--- src/rtl/mem_access_pkg.sv ---
// mem_access_pkg: shared widths, size encodings and FSM states for mem_access_unit
package mem_access_pkg;
    localparam int ADDR_W = 19;
    localparam int DATA_W = 19;
    localparam logic SZ_BYTE = 1'b0;
    localparam logic SZ_HALF = 1'b1;
    typedef enum logic [1:0] {IDLE, ACC0, ACC1, RESP} state_t;
endpackage

--- src/rtl/mem_access_unit_load_extend.sv ---
// load_extend: merges the two bytes of a split load and sign/zero-extends the result
module load_extend
    import mem_access_pkg::*;
(
    input  logic              half,
    input  logic              sgn,
    input  logic              merge,
    input  logic [7:0]        lo,
    input  logic [15:0]       rd,
    output logic [DATA_W-1:0] data
);
    logic [15:0] d;
    always_comb begin
        d = merge ? {rd[7:0], lo} : rd;
        data = half ? {{(DATA_W-16){sgn & d[15]}}, d} : {{(DATA_W-8){sgn & d[7]}}, d[7:0]};
    end
endmodule

--- src/rtl/mem_access_unit.sv ---
// mem_access_unit: byte/halfword load-store initiator for the 19-bit data memory.
// Define MEM_ACCESS_SPLIT_EN to split misaligned halfwords into two byte accesses.
module mem_access_unit
    import mem_access_pkg::*;
(
    input  logic              clk,
    input  logic              reset,
    input  logic              req_valid,
    output logic              req_ready,
    input  logic              req_we,
    input  logic              req_half,
    input  logic              req_signed,
    input  logic [ADDR_W-1:0] req_addr,
    input  logic [DATA_W-1:0] req_wdata,
    output logic              rsp_valid,
    output logic [DATA_W-1:0] rsp_rdata,
    output logic              rsp_err,
    output logic [ADDR_W-1:0] mem_a,
    output logic [DATA_W-1:0] mem_wd,
    output logic              mem_we,
    output logic              mem_cant_byte,
    input  logic [DATA_W-1:0] mem_rd
);
    state_t            state;
    logic              we_q, half_q, sgn_q;
    logic [ADDR_W-1:0] addr_q;
    logic [15:0]       wdata_q;
    logic [7:0]        lo_q;
    logic [DATA_W-1:0] ext;
    logic              mis, single, unused;
    assign unused = ^{mem_rd[DATA_W-1:16], req_wdata[DATA_W-1:16]};
    assign mis = half_q && addr_q[0];
    assign single = state == ACC0 && half_q && !mis;
    assign req_ready = state == IDLE && !reset;
    // reset gates the write strobe combinationally so an interrupted store never commits in that cycle
    assign mem_we = (state == ACC0 || state == ACC1) && we_q && !reset;
    always_comb begin
        mem_a = state == ACC0 ? addr_q : state == ACC1 ? addr_q + ADDR_W'(1) : '0;
        mem_cant_byte = single ? SZ_HALF : SZ_BYTE;
        mem_wd = single ? {3'b0, wdata_q} :
                 state == ACC0 ? {11'b0, wdata_q[7:0]} :
                 state == ACC1 ? {11'b0, wdata_q[15:8]} : '0;
    end
    load_extend u_ext (
        .half  (half_q),
        .sgn   (sgn_q),
        .merge (state == ACC1),
        .lo    (lo_q),
        .rd    (mem_rd[15:0]),
        .data  (ext)
    );
    always_ff @(posedge clk) begin
        if (reset) begin
            state     <= IDLE;
            we_q      <= 1'b0;
            half_q    <= 1'b0;
            sgn_q     <= 1'b0;
            addr_q    <= '0;
            wdata_q   <= '0;
            lo_q      <= '0;
            rsp_valid <= 1'b0;
            rsp_rdata <= '0;
            rsp_err   <= 1'b0;
        end else begin
            case (state)
                IDLE: if (req_valid) begin
                    we_q    <= req_we;
                    half_q  <= req_half;
                    sgn_q   <= req_signed;
                    addr_q  <= req_addr;
                    wdata_q <= req_wdata[15:0];
`ifdef MEM_ACCESS_SPLIT_EN
                    state   <= ACC0;
`else
                    if (req_half && req_addr[0]) begin
                        state     <= RESP;
                        rsp_valid <= 1'b1;
                        rsp_err   <= 1'b1;
                    end else begin
                        state <= ACC0;
                    end
`endif
                end
                ACC0: begin
`ifdef MEM_ACCESS_SPLIT_EN
                    if (mis) begin
                        lo_q  <= mem_rd[7:0];
                        state <= ACC1;
                    end else begin
                        state     <= RESP;
                        rsp_valid <= 1'b1;
                        rsp_rdata <= we_q ? '0 : ext;
                    end
`else
                    state     <= RESP;
                    rsp_valid <= 1'b1;
                    rsp_rdata <= we_q ? '0 : ext;
`endif
                end
`ifdef MEM_ACCESS_SPLIT_EN
                ACC1: begin
                    state     <= RESP;
                    rsp_valid <= 1'b1;
                    rsp_rdata <= we_q ? '0 : ext;
                end
`endif
                RESP: begin
                    state     <= IDLE;
                    rsp_valid <= 1'b0;
                    rsp_rdata <= '0;
                    rsp_err   <= 1'b0;
                end
                default: state <= IDLE;
            endcase
        end
    end
endmodule
--- config.mk ---
export PLATFORM = sky130hd
export DESIGN_NAME = mem_access_unit
export DESIGN_NICKNAME = d
export VERILOG_FILES = /design/src/rtl/mem_access_pkg.sv /design/src/rtl/mem_access_unit_load_extend.sv /design/src/rtl/mem_access_unit.sv
export SDC_FILE = /design/constraint.sdc
export NUM_CORES = 1
export LEC_CHECK = 0
export CAP_MARGIN = 20
export CORE_MARGIN = 4
export CORE_UTILIZATION = 38
export CTS_CLUSTER_SIZE = 24
export DETAILED_ROUTE_END_ITERATION = 8
export PLACE_DENSITY_LB_ADDON = 0.3
export RECOVER_POWER = 50
export SYNTH_ARGS = -nofsm -noshare
export SYNTH_HDL_FRONTEND = slang
export SYNTH_SLANG_ARGS = --single-unit
--- constraint.sdc ---
create_clock -name clk -period 1.9 [get_ports clk]
set_input_delay 0.19 -clock clk [delete_from_list [all_inputs] [get_ports clk]]
set_output_delay 0.19 -clock clk [all_outputs]
set_load 0.1 [all_outputs]
==> flow_metrics.tcl <==
set metrics [dict create \
    status "finished with violations" \
    violations "negative setup slack" \
    p_comb_share_pct 53.9 \
    insertion_delay_ps 340 \
    drc 0 \
    finalPower_mw 5.68 \
    critical_path.max_stage_delay_ps 470 \
    hp-class "in2reg" \
    drive_gt1_share_pct 40.5 \
    synthCells 390 \
    power_switching_mw 2.51 \
    root_buffer "clkbuf_8" \
    fmax_mhz 409 \
    cts_tree "yes" \
    power_frac_clock_pct 19.2 \
    worstPathRequired_ps 1710 \
    ys_seq_elements 59 \
    hpwl_mm 7.18 \
    crit_fanout 6 \
    power_frac_seq_pct 26.9 \
    wl_mm 10.9 \
    min_to "rsp_rdata[13]" \
    grt_usage_pct 23.6 \
    p_leak_nw 2.21 \
    layout.cells.non_filler 655 \
    synth_top_area_share_pct 40.4 \
    grt_pass1_wl_mm 16.6 \
    yosys.area.top_type "dfxtp_1" \
    finalHoldViolCount 0 \
    synth_edf_count 0 \
    critical_path.startpoint "state[1]" \
    nFillCells 456 \
    dpl_worst_slack_ps -226 \
    synth.area.top_cells "dfxtp_1 (40%), nand2_1 (15%), a21oi_1 (8.2%)" \
    die_y_um 95.7 \
    setup_violations 45 \
    ctsHoldBuffers 0 \
    cp_top_family "simple AND/OR/NAND/NOR gates" \
    layout_common_cells "nand2_1 (107), dfxtp_1 (56), clkdlybuf4s50_1 (55)" \
    synthFlopType "dfxtp_1" \
    h-tree-depth 3 \
    power.density_nw_per_um2 995 \
    finalClockSkew_ps 7.27 \
    final_max_slew_viol_count 0 \
    initial_utilization_pct 39.7 \
    gp_congestion 0.909 \
    start_kind "flop" \
    ys_types 40 \
    ir_drop_mv 0.768 \
    rows 31 \
    clk_pin_slew_ps 70 \
    finalNetCount 620 \
    switching_share_pct 44.2 \
    slowest_stage "or4_4" \
    fin_crit_sh_pct 129 \
    numCtsBuffers 9 \
    utilization_pct 77.5 \
    crit_arrival_ps 2260 \
    ios 125 \
    fin_crit_ps 2450 \
    p_int_mw 3.17 \
    dieArea_um2 9160 \
    synthArstFlopShare_pct 0 \
    fin_ws_ps -545 \
    drt-pass1-iter-count 6 \
    fp.coreArea_um2 7370 \
    synth_area_um2 2920 \
    ant_nets 0 \
    placedCellCount 618 \
    end_kind "primary output" \
    vias_per_cell 5.30 \
    cp_cell_sequence "inv_2 > ha_4 > nand4b_1 > or4_4 > or3_4 > a21oi_4 > buf_12" \
    maxCapViolCount 0 \
    clock_sinks 59 \
    tightest_slew_ps 630 \
    rsz0062_at_grt "yes" \
    die_w_um 95.7 \
    cp_num_buf_inv 2 \
    rrSetupSlack_ps -30 \
    min_from "reset" \
    worst-r2r-cell-count 12 \
    r2r-end "rsp_rdata[13]" \
    ys_seq_area_share_pct 40.4 \
    yosys_warnings 0 \
    critical_path_class "reg2out" \
    hold_path_depth 3 \
    slew_headroom_pct 57.8 \
    synth_area_per_cell_um2 7.50 \
    dr_total_vias 3470 \
    layout_commonest_cell "nand2_1" \
    r2r_start "state[1]" \
    cts.path.max_buffers 2 \
    grt_max_degree 39 \
    wl_per_cell_um 16.7 \
    antenna_found_initial 0 \
    first_global_vias 3441 \
    area_growth_syn_to_layout_pct 95.2 \
    first_iter_violations 121 \
    antenna_cells 0 \
    gr-total-overflow 0 \
    port_buffers 115 \
]
kinds of logic after synthesis:
family          share of synthesized area (%)
simple gates                             29.7
compound gates                           17.4
flops                                    40.4
buf+inv                                  4.75
xor+xnor                                 2.70
mux                                      2.78
fa+ha+maj                                2.14
other cells                             0.128
registers in the layout (all words and copies together), names as in the netlist:
name and count:
sgn_q 1, rsp_err 1, addr_q 19, rsp_rdata 17, half_q 1, state 2, we_q 1, rsp_valid 1
wdata_q 16
cell type report:
type | count | area [um^2] | area share [%]
well taps | 99 | 124 | 2.17
inverters | 4 | 17.5 | 0.307
multi-input cells | 302 | 2150 | 37.6
flip-flops and latches | 59 | 1190 | 20.8
clock buffers | 9 | 124 | 2.17
clock inverters | 6 | 56.3 | 0.986
repair buffers | 176 | 2050 | 36.0
Yosys cell counts (2+ instances only):
| library cell | count |
|---|---|
| a211oi_1 | 2 |
| a21oi_1 | 48 |
| a22o_1 | 9 |
| a22oi_1 | 8 |
| and2_1 | 9 |
| and3_1 | 2 |
| and3b_1 | 2 |
| buf_1 | 6 |
| buf_4 | 5 |
| clkbuf_1 | 17 |
| dfxtp_1 | 59 |
| ha_1 | 5 |
| inv_1 | 4 |
| mux2i_1 | 7 |
| nand2_1 | 118 |
| nand2b_1 | 2 |
| nand3_1 | 4 |
| nand4_1 | 2 |
| nor2_1 | 23 |
| nor2b_1 | 2 |
| nor3_1 | 3 |
| nor4_1 | 3 |
| o21ai_0 | 19 |
| or3_1 | 8 |
| xnor2_1 | 4 |
| xor2_1 | 5 |
power by group through the flow:
stage | logic, mW | clock network (mW) | registers [mW]
2_1_floorplan | 1.40 | 0 | 1.85
3_3_place_gp | 2.54 | 0 | 1.53
3_5_place_dp | 2.59 | 0 | 1.54
4_1_cts | 2.99 | 1.10 | 1.52
5_1_grt | 3.21 | 1.15 | 1.54
6_report | 3.06 | 1.09 | 1.52
how the worst max path moves through the flow:
stage	end	slack, ps	depth (start not counted)
4_1_cts	mem_a[13]	-520	7
3_3_place_gp	mem_a[15]	-200	7
5_1_grt	mem_a[16]	-610	8
3_5_place_dp	mem_a[13]	-230	7
2_1_floorplan	mem_a[17]	-580	6
6_report	mem_a[13]	-550	7
through the flow:
step	hold WS [ps]	instance area (um^2)	setup TNS (ps)
6_report	333	5710	-7590
5_1_grt	334	5710	-10620
4_1_cts	313	5620	-6200
3_5_place_dp	455	5100	-2440
3_3_place_gp	442	5100	-1000
2_1_floorplan	316	3300	-3290
what timing repair did:
action	in CTS	in global routing
pin swaps	24	17
resized for setup	49	18
buffers inserted	12	11
endpoints found under the setup margin	45	46
gates cloned	3	0
worst min-delay path, cell delays in order:
cell	delay, ps
buf_2	130
nor3_2	110
a22o_1	200
routing by layer:
layer / track usage, % / routed length (um) / share of wire (%)
met1: 26.8 / 4140 / 38
met2: 41.8 / 5740 / 52
met3: 6.65 / 802 / 7.3
met4: 9.00 / 260 / 2.4
met5: 0 / 0 / 0
(Power assumes the default switching activity.)
